--- src/rtl/axi_4_lite_mst_if.sv ---
// Command, response and AXI4-Lite master bus bundle for axi_4_lite_mst.
// The master modport is the engine's view; the slave modport is the opposite side.
interface axi_4_lite_mst_if #(
  parameter int unsigned ADDR_WIDTH    = 32,
  parameter int unsigned DATA_WIDTH    = 32,
  parameter int unsigned ERR_CNT_WIDTH = 8
);
  localparam int unsigned STRB_WIDTH = DATA_WIDTH / 8;

  // Local command channel
  logic                     CMD_VALID;
  logic                     CMD_READY;
  logic                     CMD_WRITE;
  logic [ADDR_WIDTH-1:0]    CMD_ADDR;
  logic [DATA_WIDTH-1:0]    CMD_WDATA;
  logic [STRB_WIDTH-1:0]    CMD_WSTRB;

  // Local response channel
  logic                     RSP_VALID;
  logic                     RSP_READY;
  logic                     RSP_WRITE;
  logic [DATA_WIDTH-1:0]    RSP_RDATA;
  logic [1:0]               RSP_RESP;
  logic [ERR_CNT_WIDTH-1:0] ERR_COUNT;

  // AXI4-Lite
  logic                     M_AXI_AWVALID;
  logic                     M_AXI_AWREADY;
  logic [ADDR_WIDTH-1:0]    M_AXI_AWADDR;
  logic [2:0]               M_AXI_AWPROT;
  logic                     M_AXI_WVALID;
  logic                     M_AXI_WREADY;
  logic [DATA_WIDTH-1:0]    M_AXI_WDATA;
  logic [STRB_WIDTH-1:0]    M_AXI_WSTRB;
  logic                     M_AXI_BVALID;
  logic                     M_AXI_BREADY;
  logic [1:0]               M_AXI_BRESP;
  logic                     M_AXI_ARVALID;
  logic                     M_AXI_ARREADY;
  logic [ADDR_WIDTH-1:0]    M_AXI_ARADDR;
  logic [2:0]               M_AXI_ARPROT;
  logic                     M_AXI_RVALID;
  logic                     M_AXI_RREADY;
  logic [DATA_WIDTH-1:0]    M_AXI_RDATA;
  logic [1:0]               M_AXI_RRESP;

  modport master (
    input  CMD_VALID, CMD_WRITE, CMD_ADDR, CMD_WDATA, CMD_WSTRB,
    output CMD_READY,
    output RSP_VALID, RSP_WRITE, RSP_RDATA, RSP_RESP, ERR_COUNT,
    input  RSP_READY,
    output M_AXI_AWVALID, M_AXI_AWADDR, M_AXI_AWPROT,
    input  M_AXI_AWREADY,
    output M_AXI_WVALID, M_AXI_WDATA, M_AXI_WSTRB,
    input  M_AXI_WREADY,
    input  M_AXI_BVALID, M_AXI_BRESP,
    output M_AXI_BREADY,
    output M_AXI_ARVALID, M_AXI_ARADDR, M_AXI_ARPROT,
    input  M_AXI_ARREADY,
    input  M_AXI_RVALID, M_AXI_RDATA, M_AXI_RRESP,
    output M_AXI_RREADY
  );

  modport slave (
    output CMD_VALID, CMD_WRITE, CMD_ADDR, CMD_WDATA, CMD_WSTRB,
    input  CMD_READY,
    input  RSP_VALID, RSP_WRITE, RSP_RDATA, RSP_RESP, ERR_COUNT,
    output RSP_READY,
    input  M_AXI_AWVALID, M_AXI_AWADDR, M_AXI_AWPROT,
    output M_AXI_AWREADY,
    input  M_AXI_WVALID, M_AXI_WDATA, M_AXI_WSTRB,
    output M_AXI_WREADY,
    output M_AXI_BVALID, M_AXI_BRESP,
    input  M_AXI_BREADY,
    input  M_AXI_ARVALID, M_AXI_ARADDR, M_AXI_ARPROT,
    output M_AXI_ARREADY,
    output M_AXI_RVALID, M_AXI_RDATA, M_AXI_RRESP,
    input  M_AXI_RREADY
  );
endinterface

--- src/rtl/axi_4_lite_mst.sv ---
// Single-outstanding AXI4-Lite master: turns local valid/ready commands into AW/W/B or AR/R
// transactions and returns registered responses plus a saturating error count.
module axi_4_lite_mst #(
  parameter int unsigned ADDR_WIDTH    = 32,
  parameter int unsigned DATA_WIDTH    = 32,
  parameter int unsigned ERR_CNT_WIDTH = 8
) (
  input logic              M_AXI_ACLK,
  input logic              M_AXI_ARESETN,
  axi_4_lite_mst_if.master bus
);

  localparam int unsigned STRB_WIDTH = DATA_WIDTH / 8;

  typedef enum logic [2:0] {
    StIdle,
    StWrAddrData,
    StWrResp,
    StRdAddr,
    StRdData,
    StResp
  } state_e;

  state_e                   state_q, state_d;
  logic                     cmd_ready_q, cmd_ready_d;
  logic                     rsp_valid_q, rsp_valid_d;
  logic                     rsp_write_q, rsp_write_d;
  logic [DATA_WIDTH-1:0]    rsp_rdata_q, rsp_rdata_d;
  logic [1:0]               rsp_resp_q, rsp_resp_d;
  logic [ERR_CNT_WIDTH-1:0] err_cnt_q, err_cnt_d;
  logic                     awvalid_q, awvalid_d;
  logic                     wvalid_q, wvalid_d;
  logic                     bready_q, bready_d;
  logic                     arvalid_q, arvalid_d;
  logic                     rready_q, rready_d;
  logic [ADDR_WIDTH-1:0]    awaddr_q, awaddr_d;
  logic [ADDR_WIDTH-1:0]    araddr_q, araddr_d;
  logic [DATA_WIDTH-1:0]    wdata_q, wdata_d;
  logic [STRB_WIDTH-1:0]    wstrb_q, wstrb_d;
  logic                     aw_done_q, aw_done_d;
  logic                     w_done_q, w_done_d;

  logic       aw_hs, w_hs;
  logic       cap_en;
  logic [1:0] cap_resp;

  assign aw_hs = awvalid_q & bus.M_AXI_AWREADY;
  assign w_hs  = wvalid_q & bus.M_AXI_WREADY;

  always_comb begin
    state_d     = state_q;
    cmd_ready_d = cmd_ready_q;
    rsp_valid_d = rsp_valid_q;
    rsp_write_d = rsp_write_q;
    rsp_rdata_d = rsp_rdata_q;
    rsp_resp_d  = rsp_resp_q;
    err_cnt_d   = err_cnt_q;
    awvalid_d   = awvalid_q;
    wvalid_d    = wvalid_q;
    bready_d    = bready_q;
    arvalid_d   = arvalid_q;
    rready_d    = rready_q;
    awaddr_d    = awaddr_q;
    araddr_d    = araddr_q;
    wdata_d     = wdata_q;
    wstrb_d     = wstrb_q;
    aw_done_d   = aw_done_q;
    w_done_d    = w_done_q;
    cap_en      = 1'b0;
    cap_resp    = 2'b00;

    case (state_q)
      StIdle: begin
        if (bus.CMD_VALID && cmd_ready_q) begin
          cmd_ready_d = 1'b0;
          if (bus.CMD_WRITE) begin
            awvalid_d = 1'b1;
            wvalid_d  = 1'b1;
            awaddr_d  = bus.CMD_ADDR;
            wdata_d   = bus.CMD_WDATA;
            wstrb_d   = bus.CMD_WSTRB;
            aw_done_d = 1'b0;
            w_done_d  = 1'b0;
            state_d   = StWrAddrData;
          end else begin
            arvalid_d = 1'b1;
            araddr_d  = bus.CMD_ADDR;
            state_d   = StRdAddr;
          end
        end
      end

      StWrAddrData: begin
        // AW and W complete independently; a slave may hold WREADY until AW is taken.
        if (aw_hs) begin
          awvalid_d = 1'b0;
          aw_done_d = 1'b1;
        end
        if (w_hs) begin
          wvalid_d = 1'b0;
          w_done_d = 1'b1;
        end
        if ((aw_done_q || aw_hs) && (w_done_q || w_hs)) begin
          bready_d = 1'b1;
          state_d  = StWrResp;
        end
      end

      StWrResp: begin
        if (bus.M_AXI_BVALID && bready_q) begin
          bready_d    = 1'b0;
          rsp_valid_d = 1'b1;
          rsp_write_d = 1'b1;
          rsp_rdata_d = '0;
          rsp_resp_d  = bus.M_AXI_BRESP;
          cap_en      = 1'b1;
          cap_resp    = bus.M_AXI_BRESP;
          state_d     = StResp;
        end
      end

      StRdAddr: begin
        if (arvalid_q && bus.M_AXI_ARREADY) begin
          arvalid_d = 1'b0;
          rready_d  = 1'b1;
          state_d   = StRdData;
        end
      end

      StRdData: begin
        if (bus.M_AXI_RVALID && rready_q) begin
          rready_d    = 1'b0;
          rsp_valid_d = 1'b1;
          rsp_write_d = 1'b0;
          rsp_rdata_d = bus.M_AXI_RDATA;
          rsp_resp_d  = bus.M_AXI_RRESP;
          cap_en      = 1'b1;
          cap_resp    = bus.M_AXI_RRESP;
          state_d     = StResp;
        end
      end

      StResp: begin
        if (bus.RSP_READY) begin
          rsp_valid_d = 1'b0;
          cmd_ready_d = 1'b1;
          state_d     = StIdle;
        end
      end

      default: state_d = StIdle;
    endcase

    if (cap_en && (cap_resp != 2'b00) && (err_cnt_q != '1)) begin
      err_cnt_d = err_cnt_q + ERR_CNT_WIDTH'(1);
    end
  end

  always_ff @(posedge M_AXI_ACLK or negedge M_AXI_ARESETN) begin
    if (!M_AXI_ARESETN) begin
      state_q     <= StIdle;
      cmd_ready_q <= 1'b1;
      rsp_valid_q <= 1'b0;
      rsp_write_q <= 1'b0;
      rsp_rdata_q <= '0;
      rsp_resp_q  <= 2'b00;
      err_cnt_q   <= '0;
      awvalid_q   <= 1'b0;
      wvalid_q    <= 1'b0;
      bready_q    <= 1'b0;
      arvalid_q   <= 1'b0;
      rready_q    <= 1'b0;
      awaddr_q    <= '0;
      araddr_q    <= '0;
      wdata_q     <= '0;
      wstrb_q     <= '0;
      aw_done_q   <= 1'b0;
      w_done_q    <= 1'b0;
    end else begin
      state_q     <= state_d;
      cmd_ready_q <= cmd_ready_d;
      rsp_valid_q <= rsp_valid_d;
      rsp_write_q <= rsp_write_d;
      rsp_rdata_q <= rsp_rdata_d;
      rsp_resp_q  <= rsp_resp_d;
      err_cnt_q   <= err_cnt_d;
      awvalid_q   <= awvalid_d;
      wvalid_q    <= wvalid_d;
      bready_q    <= bready_d;
      arvalid_q   <= arvalid_d;
      rready_q    <= rready_d;
      awaddr_q    <= awaddr_d;
      araddr_q    <= araddr_d;
      wdata_q     <= wdata_d;
      wstrb_q     <= wstrb_d;
      aw_done_q   <= aw_done_d;
      w_done_q    <= w_done_d;
    end
  end

  assign bus.CMD_READY     = cmd_ready_q;
  assign bus.RSP_VALID     = rsp_valid_q;
  assign bus.RSP_WRITE     = rsp_write_q;
  assign bus.RSP_RDATA     = rsp_rdata_q;
  assign bus.RSP_RESP      = rsp_resp_q;
  assign bus.ERR_COUNT     = err_cnt_q;
  assign bus.M_AXI_AWVALID = awvalid_q;
  assign bus.M_AXI_AWADDR  = awaddr_q;
  assign bus.M_AXI_AWPROT  = 3'b000;
  assign bus.M_AXI_WVALID  = wvalid_q;
  assign bus.M_AXI_WDATA   = wdata_q;
  assign bus.M_AXI_WSTRB   = wstrb_q;
  assign bus.M_AXI_BREADY  = bready_q;
  assign bus.M_AXI_ARVALID = arvalid_q;
  assign bus.M_AXI_ARADDR  = araddr_q;
  assign bus.M_AXI_ARPROT  = 3'b000;
  assign bus.M_AXI_RREADY  = rready_q;

endmodule

--- src/flat_wrapper.sv ---
// flat-port wrapper written by rule: the top's interface ports become plain ports
module axi_4_lite_mst_flat 
#(
  parameter int unsigned ADDR_WIDTH    = 32,
  parameter int unsigned DATA_WIDTH    = 32,
  parameter int unsigned ERR_CNT_WIDTH = 8
)
  (M_AXI_ACLK, M_AXI_ARESETN, bus_CMD_VALID, bus_CMD_WRITE, bus_CMD_ADDR, bus_CMD_WDATA, bus_CMD_WSTRB, bus_CMD_READY, bus_RSP_VALID, bus_RSP_WRITE, bus_RSP_RDATA, bus_RSP_RESP, bus_ERR_COUNT, bus_RSP_READY, bus_M_AXI_AWVALID, bus_M_AXI_AWADDR, bus_M_AXI_AWPROT, bus_M_AXI_AWREADY, bus_M_AXI_WVALID, bus_M_AXI_WDATA, bus_M_AXI_WSTRB, bus_M_AXI_WREADY, bus_M_AXI_BVALID, bus_M_AXI_BRESP, bus_M_AXI_BREADY, bus_M_AXI_ARVALID, bus_M_AXI_ARADDR, bus_M_AXI_ARPROT, bus_M_AXI_ARREADY, bus_M_AXI_RVALID, bus_M_AXI_RDATA, bus_M_AXI_RRESP, bus_M_AXI_RREADY);
  axi_4_lite_mst_if #(.ADDR_WIDTH(ADDR_WIDTH), .DATA_WIDTH(DATA_WIDTH), .ERR_CNT_WIDTH(ERR_CNT_WIDTH)) bus_i ();
  input logic M_AXI_ACLK;
  input logic M_AXI_ARESETN;
  input wire logic [$bits(bus_i.CMD_VALID)-1:0] bus_CMD_VALID;
  input wire logic [$bits(bus_i.CMD_WRITE)-1:0] bus_CMD_WRITE;
  input wire logic [$bits(bus_i.CMD_ADDR)-1:0] bus_CMD_ADDR;
  input wire logic [$bits(bus_i.CMD_WDATA)-1:0] bus_CMD_WDATA;
  input wire logic [$bits(bus_i.CMD_WSTRB)-1:0] bus_CMD_WSTRB;
  output wire logic [$bits(bus_i.CMD_READY)-1:0] bus_CMD_READY;
  output wire logic [$bits(bus_i.RSP_VALID)-1:0] bus_RSP_VALID;
  output wire logic [$bits(bus_i.RSP_WRITE)-1:0] bus_RSP_WRITE;
  output wire logic [$bits(bus_i.RSP_RDATA)-1:0] bus_RSP_RDATA;
  output wire logic [$bits(bus_i.RSP_RESP)-1:0] bus_RSP_RESP;
  output wire logic [$bits(bus_i.ERR_COUNT)-1:0] bus_ERR_COUNT;
  input wire logic [$bits(bus_i.RSP_READY)-1:0] bus_RSP_READY;
  output wire logic [$bits(bus_i.M_AXI_AWVALID)-1:0] bus_M_AXI_AWVALID;
  output wire logic [$bits(bus_i.M_AXI_AWADDR)-1:0] bus_M_AXI_AWADDR;
  output wire logic [$bits(bus_i.M_AXI_AWPROT)-1:0] bus_M_AXI_AWPROT;
  input wire logic [$bits(bus_i.M_AXI_AWREADY)-1:0] bus_M_AXI_AWREADY;
  output wire logic [$bits(bus_i.M_AXI_WVALID)-1:0] bus_M_AXI_WVALID;
  output wire logic [$bits(bus_i.M_AXI_WDATA)-1:0] bus_M_AXI_WDATA;
  output wire logic [$bits(bus_i.M_AXI_WSTRB)-1:0] bus_M_AXI_WSTRB;
  input wire logic [$bits(bus_i.M_AXI_WREADY)-1:0] bus_M_AXI_WREADY;
  input wire logic [$bits(bus_i.M_AXI_BVALID)-1:0] bus_M_AXI_BVALID;
  input wire logic [$bits(bus_i.M_AXI_BRESP)-1:0] bus_M_AXI_BRESP;
  output wire logic [$bits(bus_i.M_AXI_BREADY)-1:0] bus_M_AXI_BREADY;
  output wire logic [$bits(bus_i.M_AXI_ARVALID)-1:0] bus_M_AXI_ARVALID;
  output wire logic [$bits(bus_i.M_AXI_ARADDR)-1:0] bus_M_AXI_ARADDR;
  output wire logic [$bits(bus_i.M_AXI_ARPROT)-1:0] bus_M_AXI_ARPROT;
  input wire logic [$bits(bus_i.M_AXI_ARREADY)-1:0] bus_M_AXI_ARREADY;
  input wire logic [$bits(bus_i.M_AXI_RVALID)-1:0] bus_M_AXI_RVALID;
  input wire logic [$bits(bus_i.M_AXI_RDATA)-1:0] bus_M_AXI_RDATA;
  input wire logic [$bits(bus_i.M_AXI_RRESP)-1:0] bus_M_AXI_RRESP;
  output wire logic [$bits(bus_i.M_AXI_RREADY)-1:0] bus_M_AXI_RREADY;
  assign bus_i.CMD_VALID = bus_CMD_VALID;
  assign bus_i.CMD_WRITE = bus_CMD_WRITE;
  assign bus_i.CMD_ADDR = bus_CMD_ADDR;
  assign bus_i.CMD_WDATA = bus_CMD_WDATA;
  assign bus_i.CMD_WSTRB = bus_CMD_WSTRB;
  assign bus_CMD_READY = bus_i.CMD_READY;
  assign bus_RSP_VALID = bus_i.RSP_VALID;
  assign bus_RSP_WRITE = bus_i.RSP_WRITE;
  assign bus_RSP_RDATA = bus_i.RSP_RDATA;
  assign bus_RSP_RESP = bus_i.RSP_RESP;
  assign bus_ERR_COUNT = bus_i.ERR_COUNT;
  assign bus_i.RSP_READY = bus_RSP_READY;
  assign bus_M_AXI_AWVALID = bus_i.M_AXI_AWVALID;
  assign bus_M_AXI_AWADDR = bus_i.M_AXI_AWADDR;
  assign bus_M_AXI_AWPROT = bus_i.M_AXI_AWPROT;
  assign bus_i.M_AXI_AWREADY = bus_M_AXI_AWREADY;
  assign bus_M_AXI_WVALID = bus_i.M_AXI_WVALID;
  assign bus_M_AXI_WDATA = bus_i.M_AXI_WDATA;
  assign bus_M_AXI_WSTRB = bus_i.M_AXI_WSTRB;
  assign bus_i.M_AXI_WREADY = bus_M_AXI_WREADY;
  assign bus_i.M_AXI_BVALID = bus_M_AXI_BVALID;
  assign bus_i.M_AXI_BRESP = bus_M_AXI_BRESP;
  assign bus_M_AXI_BREADY = bus_i.M_AXI_BREADY;
  assign bus_M_AXI_ARVALID = bus_i.M_AXI_ARVALID;
  assign bus_M_AXI_ARADDR = bus_i.M_AXI_ARADDR;
  assign bus_M_AXI_ARPROT = bus_i.M_AXI_ARPROT;
  assign bus_i.M_AXI_ARREADY = bus_M_AXI_ARREADY;
  assign bus_i.M_AXI_RVALID = bus_M_AXI_RVALID;
  assign bus_i.M_AXI_RDATA = bus_M_AXI_RDATA;
  assign bus_i.M_AXI_RRESP = bus_M_AXI_RRESP;
  assign bus_M_AXI_RREADY = bus_i.M_AXI_RREADY;
  axi_4_lite_mst #(.ADDR_WIDTH(ADDR_WIDTH), .DATA_WIDTH(DATA_WIDTH), .ERR_CNT_WIDTH(ERR_CNT_WIDTH)) u_core (.M_AXI_ACLK(M_AXI_ACLK), .M_AXI_ARESETN(M_AXI_ARESETN), .bus(bus_i));
endmodule
--- config.mk ---
export PLATFORM = sky130hd
export DESIGN_NAME = axi_4_lite_mst_flat
export DESIGN_NICKNAME = d
export VERILOG_FILES = /design/src/rtl/axi_4_lite_mst_if.sv /design/src/rtl/axi_4_lite_mst.sv /design/src/flat_wrapper.sv
export SDC_FILE = /design/constraint.sdc
export NUM_CORES = 1
export LEC_CHECK = 0
export BUFFER_PORTS_ARGS = -buffer_cell sky130_fd_sc_hd__buf_2
export CORE_ASPECT_RATIO = 2
export CORE_UTILIZATION = 43
export DETAILED_ROUTE_END_ITERATION = 12
export PLACE_DENSITY = 0.76
export SLEW_MARGIN = 20
export SYNTH_ARGS = -nofsm -noshare
export SYNTH_HDL_FRONTEND = slang
export SYNTH_SLANG_ARGS = --single-unit
--- constraint.sdc ---
create_clock -name M_AXI_ACLK -period 1.65 [get_ports M_AXI_ACLK]
set_input_delay 0.165 -clock M_AXI_ACLK [delete_from_list [all_inputs] [get_ports M_AXI_ACLK]]
set_output_delay 0.165 -clock M_AXI_ACLK [all_outputs]
set_load 0.05 [all_outputs]
# ---- Yosys cells after proc, flatten, opt, wreduce, memory -nomap -nowiden
# Index checks and enable logic that the tools add are counted.
# W data, S select, Z words.
dict set report op_classes {
  add_sub_neg 1
  eq_ne 16
  muxes 50
  n_bitwise 3
  reduce_logical 29
}
# op count
set ops {}
lappend ops {{$mux W32} 2}
lappend ops {{$pmux W32 S2} 1}
lappend ops {{$mux W1} 22}
lappend ops {{$pmux W1 S2} 10}
lappend ops {{$mux W3} 6}
lappend ops {{$pmux W3 S6} 1}
lappend ops {{$reduce_and A3 Y1} 6}
lappend ops {{$reduce_and A4 Y1} 4}
lappend ops {{$ne A2 B1 Y1 const B} 7}
lappend ops {{$reduce_bool A2 Y1} 7}
lappend ops {{$mux W2} 5}
lappend ops {{$add A8 B1 Y8 const B} 1}
lappend ops {{$ne A8 B8 Y1 const B} 1}
lappend ops {{$pmux W2 S2} 2}
lappend ops {{$logic_and A1 B1 Y1} 7}
lappend ops {{$eq A3 B2 Y1 const B} 2}
lappend ops {{$eq A3 B3 Y1 const B} 2}
lappend ops {{$ne A2 B2 Y1 const B} 3}
lappend ops {{$reduce_and A6 Y1} 1}
lappend ops {{$eq A3 B1 Y1 const B} 1}
lappend ops {{$logic_not A3 Y1} 1}
lappend ops {{$pmux W1 S3} 1}
lappend ops {{$reduce_bool A3 Y1} 1}
lappend ops {{$and A1 B1 Y1} 2}
lappend ops {{other kinds (2)} 3}
dict set report totals {
  regBits 155
  in_bits 114
  out_inout_bits 156
  word_cells 117
}

# ---- Depth between registers and ports, before layout
# Gate-level depths: netlist of the first run.
dict set report logic_depth {
  word_depth 6
  ltp_mapped 8
  ltp_nobuf 5
}

# ---- Worst setup path after synthesis of the first run
# Ideal clock, no wire load.
dict set report synth_path {
  kind {register to register}
  startpoint {register u_core.cmd_ready_q, in the netlist u_core.bus.CMD_READY}
  endpoint {register u_core.araddr_q[10], in the netlist u_core.bus.M_AXI_ARADDR[10]}
  setup_ns 0.128
  arrival_ns 1.869
  required_ns 1.522
  path_slack_ns -0.346
  path_stages_with_launch 7
  cell_sequence {dfstp_2 nand2_1 nor4_2 nor2b_1 buf_2 buf_4 mux2_1}
}
dict set report synth_between {
  elab_chain_len 2
}
# item line_no
set synth_rtl {}
lappend synth_rtl {{start, declared} axi_4_lite_mst.sv:25} ;# logic cmd_ready_q, cmd_ready_d;
lappend synth_rtl {{start signal, assigned} axi_4_lite_mst.sv:181} ;# cmd_ready_q <= cmd_ready_d;
lappend synth_rtl {{$logic_and A1 B1 Y1} axi_4_lite_mst.sv:74} ;# if (bus.CMD_VALID && cmd_ready_q) begin
lappend synth_rtl {{$reduce_and A3 Y1 (no line)} -}
lappend synth_rtl {{end signal, assigned} axi_4_lite_mst.sv:193} ;# araddr_q <= araddr_d;
lappend synth_rtl {{end, declared} axi_4_lite_mst.sv:37} ;# logic [ADDR_WIDTH-1:0] araddr_q, araddr_d;
# No other way between the ends.
# A chain may end at the register's enable or synchronous reset.

# ---- Worst setup path in the final report of the first run
dict set report layout_path {
  startpoint {register u_core.state_q[2]}
  endpoint {register u_core.araddr_q[3], in the netlist u_core.bus.M_AXI_ARADDR[3]}
}
dict set report layout_between {
  elab_chain_len 2
}
# item line_no
set layout_rtl {}
lappend layout_rtl {{start, declared} axi_4_lite_mst.sv:24} ;# state_e state_q, state_d;
lappend layout_rtl {{start signal, assigned} axi_4_lite_mst.sv:161} ;# state_q <= StIdle;
lappend layout_rtl {{start signal, assigned} axi_4_lite_mst.sv:180} ;# state_q <= state_d;
lappend layout_rtl {{$logic_not A3 Y1} axi_4_lite_mst.sv:72} ;# case (state_q)
lappend layout_rtl {{$reduce_and A3 Y1 (no line)} -}
# No other way between the ends.

==> reports/summary.txt, run 1 <==
Final Hold Fails: 0
DR WL/cell: 18.4 um
Horiz. Die Dim: 87.3 um
Drc violations: 0
CP Capture Type: flop
Worst min-delay path category: input port to flop
Worst VDD drop: 708 uV
Critical Path AT: 2070 ps
Type of origin of the critical path: flop
Share of post-route cells with drive strength above 1: 0.471
PwrDens: 811 mW/mm2
CP max FO: 21
Final clock skew: 9.58 ps
Top FF cell, synth: dfrtp_1
Synthesized area: 0.00625 mm2
Num Clock Sinks: 155
Ys async rst share: 1.00
CTS tree: done
Outcome: complete, but fails checks
Clk_lat worst skew: 420 ps
Post-DP Area: 0.00804 mm2
Initial DRC Count: 183
Peak Freq: 564 MHz
Grt ovf: 0
Post-DR vias/cell: 5.05
Syn Area/Cell: 12.8 um2
Num CTS Buffers: 17
Yosys top cell by area: dfrtp_1
Core Area: 0.0143 mm2
All-Layer GR Usage: 0.255
Largest net degree at the start of global routing: 51
Vias in the first global route: 5753
Pre-CTS setup slack: -221 ps
Critical path class: flop to flop
Violated checks: negative setup slack
DRT Wirelength: 20200 um
Setup-failing EPs final: 103
Cells on worst reg2reg path: 5
Dpl hpwl: 11000 um
Layout area overhead: 64.6%
Global placer's final weighted congestion: 0.845
Netlist cell types: 39
RSZ-0062 raised after global routing: yes
Hold Crit Depth: 2
Die height: 173 um
Slew Limit Fails: 0
Tcrit/Tclk final: 1.07
Post-synth top area share: 0.616
Clk buf depth: 2
Worst-path clk slew: 60 ps
Min Clock Period, post-route: 1770 ps
Port Buffers: 263
CTS root buf: clkbuf_16
First-pass GRT wire length: 29000 um
DR pass1 iterations: 5
IO Pins: 270
Antenna-violating nets left: 0
Critical Path RT: 1950 ps
Synth area leaders: dfrtp_1 (62%), mux2_1 (18%), nand3_1 (2.9%)
Final net count: 1008
PnR worst setup slack: -122 ps
P_leak: 5.66 nW
Yosys Warn Count: 0
Vias: 5551
Post-synth EDFFs: 0
Antenna violations before repair: 1
Final Cell Area: 0.0103 mm2
Htree depth: 4
Post-synthesis instance total: 487
Sequential fraction of the synthesis area: 0.620
Row Count: 62
Yosys reg bits: 155
Die footprint: 0.0151 mm2
Initial Util: 0.438
Max-cap violations: 0
sequential cells by signal, indices dropped and copies added, names as in the netlist:
signal,count
u_core.bus.M_AXI_BREADY,1
u_core.bus.RSP_VALID,1
u_core.bus.M_AXI_WDATA,32
u_core.bus.RSP_RESP,2
u_core.bus.CMD_READY,1
u_core.bus.M_AXI_AWADDR,32
u_core.bus.M_AXI_ARADDR,32
u_core.bus.M_AXI_RREADY,1
u_core.state_q,3
u_core.bus.M_AXI_WSTRB,4
u_core.aw_done_q,1
u_core.bus.RSP_RDATA,32
u_core.bus.ERR_COUNT,8
u_core.w_done_q,1
u_core.bus.M_AXI_AWVALID,1
u_core.bus.RSP_WRITE,1
u_core.bus.M_AXI_WVALID,1
u_core.bus.M_AXI_ARVALID,1
cell families (layout without fill, tap and decap cells):
| group | count (synthesis) | after routing | synth area share |
|---|---|---|---|
| muxes | 101 | 101 | 0.182 |
| AOI/OAI and AO/OA | 62 | 62 | 0.0576 |
| adders and majority gates | 1 | 1 | 0.00200 |
| other | 1 | 7 | 0.000600 |
| and+or+nand+nor | 93 | 94 | 0.0782 |
| DFF | 155 | 155 | 0.620 |
| buffers and inverters | 67 | 480 | 0.0494 |
| xor gates and xnor gates | 7 | 7 | 0.00980 |
critical path, stage by stage (launching register included):
cell and delay [ps]:
dfrtp_1 400, buf_6 130, nor4_4 300, nor2b_4 260
buf_12 190, mux2_1 360
final cells by class:
class | instances | area [um2]
Fill cell | 925 | 3980
Sequential cell | 155 | 3890
Timing Repair Buffer | 412 | 3020
Multi-Input combinational cell | 271 | 2390
Clock buffer | 19 | 443
Tap cell | 192 | 240
Clock inverter | 13 | 166
Inverter | 36 | 135
Antenna cell | 1 | 2.50
through the flow:
stage          hold slack [ps]  utilization  power, mW  cells  setup TNS, ps
2_1_floorplan             -131            -       3.92    492         -17170
3_5_place_dp              85.7        0.563       4.15    942          -9280
6_report                  3.74        0.721       8.35   1099          -7660
3_3_place_gp              84.3        0.563       4.15    942          -4920
4_1_cts                  -30.1        0.694       8.36   1088         -15270
5_1_grt                   2.06        0.721       8.58   1099         -12810
Yosys cell counts (5+ instances only):
| library cell | count |
|---|---|
| nor2_1 | 16 |
| o21ai_1 | 16 |
| nand2_1 | 23 |
| clkbuf_1 | 9 |
| dfrtp_1 | 154 |
| nand3_1 | 36 |
| o21ai_0 | 21 |
| inv_1 | 36 |
| buf_2 | 10 |
| a21oi_1 | 13 |
| xor2_1 | 5 |
| mux2_1 | 98 |
| buf_4 | 12 |
final timing paths:
| path | to | start | slack, ps |
|---|---|---|---|
| setup / recovery | u_core.bus.M_AXI_ARADDR[3] | u_core.state_q[2] | -120 |
| hold / removal | u_core.bus.M_AXI_ARADDR[24] | bus_CMD_ADDR[24] | 4 |
| setup reg to reg | u_core.bus.M_AXI_ARADDR[3] | u_core.state_q[2] | -120 |
| hold reg to reg | u_core.bus.M_AXI_ARADDR[13] | u_core.bus.M_AXI_ARADDR[13] | 480 |
| max in group asynchronous | u_core.bus.M_AXI_WDATA[30] | M_AXI_ARESETN | 850 |
| min in group asynchronous | u_core.bus.ERR_COUNT[1] | M_AXI_ARESETN | 210 |
placed cells by master, fill, tap and decap left out, drive strengths merged, types with 16 or more instances in the layout:
cell type    instances
dlygate4sd3        102
nand2               24
clkbuf              25
mux2               101
nor2                16
buf                304
nand3               37
inv                 38
dfrtp              154
o21ai               37
repair_timing:
item	CTS	global route
setup buffers	9	2
hold buffers	102	0
hold endpoints to repair	170	0
resized for setup	15	60
cloned	3	9
pin swaps	2	4
setup endpoints to repair	124	135
report_power, final:
group / leakage, nW / internal, mW / total (mW) / switching [mW]
Sequential: 1.96 / 3.80 / 3.80 / 0
Clock: 0.290 / 2.43 / 4.05 / 1.62
Combinational: 3.40 / 0.273 / 0.494 / 0.221
Total: 5.66 / 6.50 / 8.35 / 1.84
layer usage:
metal / GRT usage / wire length, um / vias up
met5: 0 / 0 / -
met4: 0.171 / 1230 / 0
met3: 0.0401 / 949 / 86
met2: 0.456 / 11000 / 278
met1: 0.264 / 7080 / 2712
li1: - / - / 2475
(Power assumes the default switching activity.)
==> run 2: changes to the inputs <==
--- a/config.mk
+++ b/config.mk
@@ -6,10 +6,11 @@
 export NUM_CORES = 1
 export LEC_CHECK = 0
 export BUFFER_PORTS_ARGS = -buffer_cell sky130_fd_sc_hd__buf_2
+export CAP_MARGIN = 10
 export CORE_ASPECT_RATIO = 2
-export CORE_UTILIZATION = 43
+export CORE_MARGIN = 2
+export CORE_UTILIZATION = 25
 export DETAILED_ROUTE_END_ITERATION = 12
-export PLACE_DENSITY = 0.76
 export SLEW_MARGIN = 20
 export SYNTH_ARGS = -nofsm -noshare
 export SYNTH_HDL_FRONTEND = slang
==> reports/summary.txt, run 2 (synthesis results as in run 1) <==
CP top delay family: flip-flops (was simple AND/OR/NAND/NOR gates)
Violated checks: negative setup slack (unchanged)
Largest net degree at the start of global routing: 52 (was 51)
Post-DR vias/cell: 4.29 (was 5.05)
Core Area: 0.0245 mm2 (was 0.0143 mm2)
Tcrit/Tclk final: 1.03 (was 1.07)
IO Pins: 270 (unchanged)
DR WL/cell: 15.4 um (was 18.4 um)
DR pass1 iterations: 4 (was 5)
Type of origin of the critical path: flop (unchanged)
Antenna violations before repair: 0 (was 1)
Final Hold Fails: 0 (unchanged)
RSZ-0062 raised after global routing: yes (unchanged)
Grt ovf: 0 (unchanged)
Vias in the first global route: 5418 (was 5753)
Initial DRC Count: 290 (was 183)
Post-DP Area: 0.00821 mm2 (was 0.00804 mm2)
All-Layer GR Usage: 0.142 (was 0.255)
Initial Util: 0.255 (was 0.438)
Vias: 5280 (was 5551)
FILL cells: 2354 (was 925)
Min Clock Period, post-route: 1700 ps (was 1770 ps)
Setup-failing EPs final: 72 (was 103)
Drc violations: 0 (unchanged)
Htree depth: 4 (unchanged)
Row Count: 81 (was 62)
Die footprint: 0.0264 mm2 (was 0.0151 mm2)
Final net count: 1002 (was 1008)
CP max FO: 39 (was 21)
DRT Wirelength: 19000 um (was 20200 um)
Num CTS Buffers: 17 (unchanged)
CTS root buf: clkbuf_16 (unchanged)
Setup TNS: -1320 ps (was -7660 ps)
Horiz. Die Dim: 116 um (was 87.3 um)
Pre-CTS setup slack: -69.2 ps (was -221 ps)
Critical Path RT: 1970 ps (was 1950 ps)
# diodes: 0 (was 1)
Die height: 228 um (was 173 um)
Slew Limit Fails: 0 (unchanged)
Commonest non-fill, non-tap cell in the layout: buf_2 (unchanged)
Critical path class: flop to flop (unchanged)
First-pass GRT wire length: 28100 um (was 29000 um)
Share of post-route cells with drive strength above 1: 0.420 (was 0.471)
Layout area overhead: 62.4% (was 64.6%)
Cell Chain, Critical Path: nand2_4 > nor4_4 > buf_4 > nand2_4 > buf_12 > mux2_1 (was buf_6 > nor4_4 > nor2b_4 > buf_12 > mux2_1)
Overall Power: 8.44 mW (was 8.35 mW)
PwrDens: 831 mW/mm2 (was 811 mW/mm2)
Outcome: complete, but fails checks (unchanged)
Port Buffers: 263 (unchanged)
Worst VDD drop: 501 uV (was 708 uV)
CP Capture Type: flop (unchanged)
Clk buf depth: 2 (unchanged)
Buf+Inv Stages, Crit Path: 2 (unchanged)
Antenna-violating nets left: 0 (unchanged)
Worst-path clk slew: 60 ps (about the same)
Final clock skew: 7.23 ps (was 9.58 ps)
Dpl hpwl: 13000 um (was 11000 um)
Worst path max stage delay: 560 ps (was 400 ps)
Clk_lat worst skew: 440 ps (was 420 ps)
Global placer's final weighted congestion: 0.763 (was 0.845)
Num Clock Sinks: 155 (unchanged)
P_leak: 5.52 nW (was 5.66 nW)
CTS tree: done (unchanged)
Peak Freq: 587 MHz (was 564 MHz)
Critical Path AT: 2020 ps (was 2070 ps)
Worst min-delay path category: input port to flop (unchanged)
PnR worst setup slack: -54.1 ps (was -122 ps)
Most frequent CP cell: nand2_4
Max-cap violations: 0 (unchanged)
Commonest cells after routing, fill and taps aside: buf_2 (262), dfrtp_1 (142), dlygate4sd3_1 (107) (was buf_2 (262), dfrtp_1 (144), dlygate4sd3_1 (102))
Slowest stage cell on the critical path: dfstp_2 (was dfrtp_1)
Final Cell Area: 0.0102 mm2 (was 0.0103 mm2)
## run 2: area by class of cell
| type | instances | area (um2) | share of cell area |
|---|---|---|---|
| clock buffers | 20 | 467 | 0.0460 |
| clock inverters | 12 | 164 | 0.0161 |
| multi-input cells | 270 | 2240 | 0.220 |
| repair buffers | 407 | 2840 | 0.280 |
| well taps | 332 | 415 | 0.0409 |
| flip-flops and latches | 155 | 3890 | 0.384 |
| inverters | 36 | 135 | 0.0133 |
## run 2: tightest hold or removal path, cell delays in order
cell and delay [ps]:
buf_2 100, o21ai_0 80, nand2_1 60, nand2_1 50
## run 2: stage by stage
stage	hold WS [ps]	instances	utilization
6_report	58.4	1232	0.414
5_1_grt	49.4	1232	0.414
4_1_cts	14.9	1224	0.404
3_5_place_dp	85.9	1085	0.335
3_3_place_gp	89.5	1085	0.335
2_1_floorplan	-131	492	-
## run 2: power by group
part | leakage [nW] | switching [mW] | internal [mW]
clock network | 0.307 | 1.63 | 2.51
registers | 1.96 | 0 | 3.80
logic | 3.25 | 0.214 | 0.281
total | 5.52 | 1.84 | 6.59
## run 2: layer usage
layer  routed length (um)  up-vias  track usage
li1                     -     2455            -
met1                 6590     2595        0.136
met5                    0        -            0
met2                10900      184        0.266
met4                  656        0       0.0772
met3                  879       46       0.0422
## run 2: final timing paths
check                                              end  slack [ps]                         from  cells past startpoint
setup / recovery            u_core.bus.M_AXI_WDATA[30]         -50         u_core.bus.CMD_READY                      6
hold / removal                u_core.bus.M_AXI_AWVALID          60            bus_M_AXI_AWREADY                      4
setup reg to reg            u_core.bus.M_AXI_WDATA[30]         -50         u_core.bus.CMD_READY                      6
hold reg to reg            u_core.bus.M_AXI_ARADDR[27]         480  u_core.bus.M_AXI_ARADDR[27]                      1
max in group asynchronous   u_core.bus.M_AXI_AWADDR[9]         850                M_AXI_ARESETN                      3
min in group asynchronous   u_core.bus.M_AXI_WDATA[16]         180                M_AXI_ARESETN                      2
## run 2: what timing repair did
item                                    4_1_cts  5_1_grt
pin swaps                                     0        5
gates resized for setup                       3       25
setup buffers                                 0        5
hold buffers                                107        0
endpoints found under the setup margin      101      135
hold endpoints to repair                    290        0
gates cloned                                  0        3
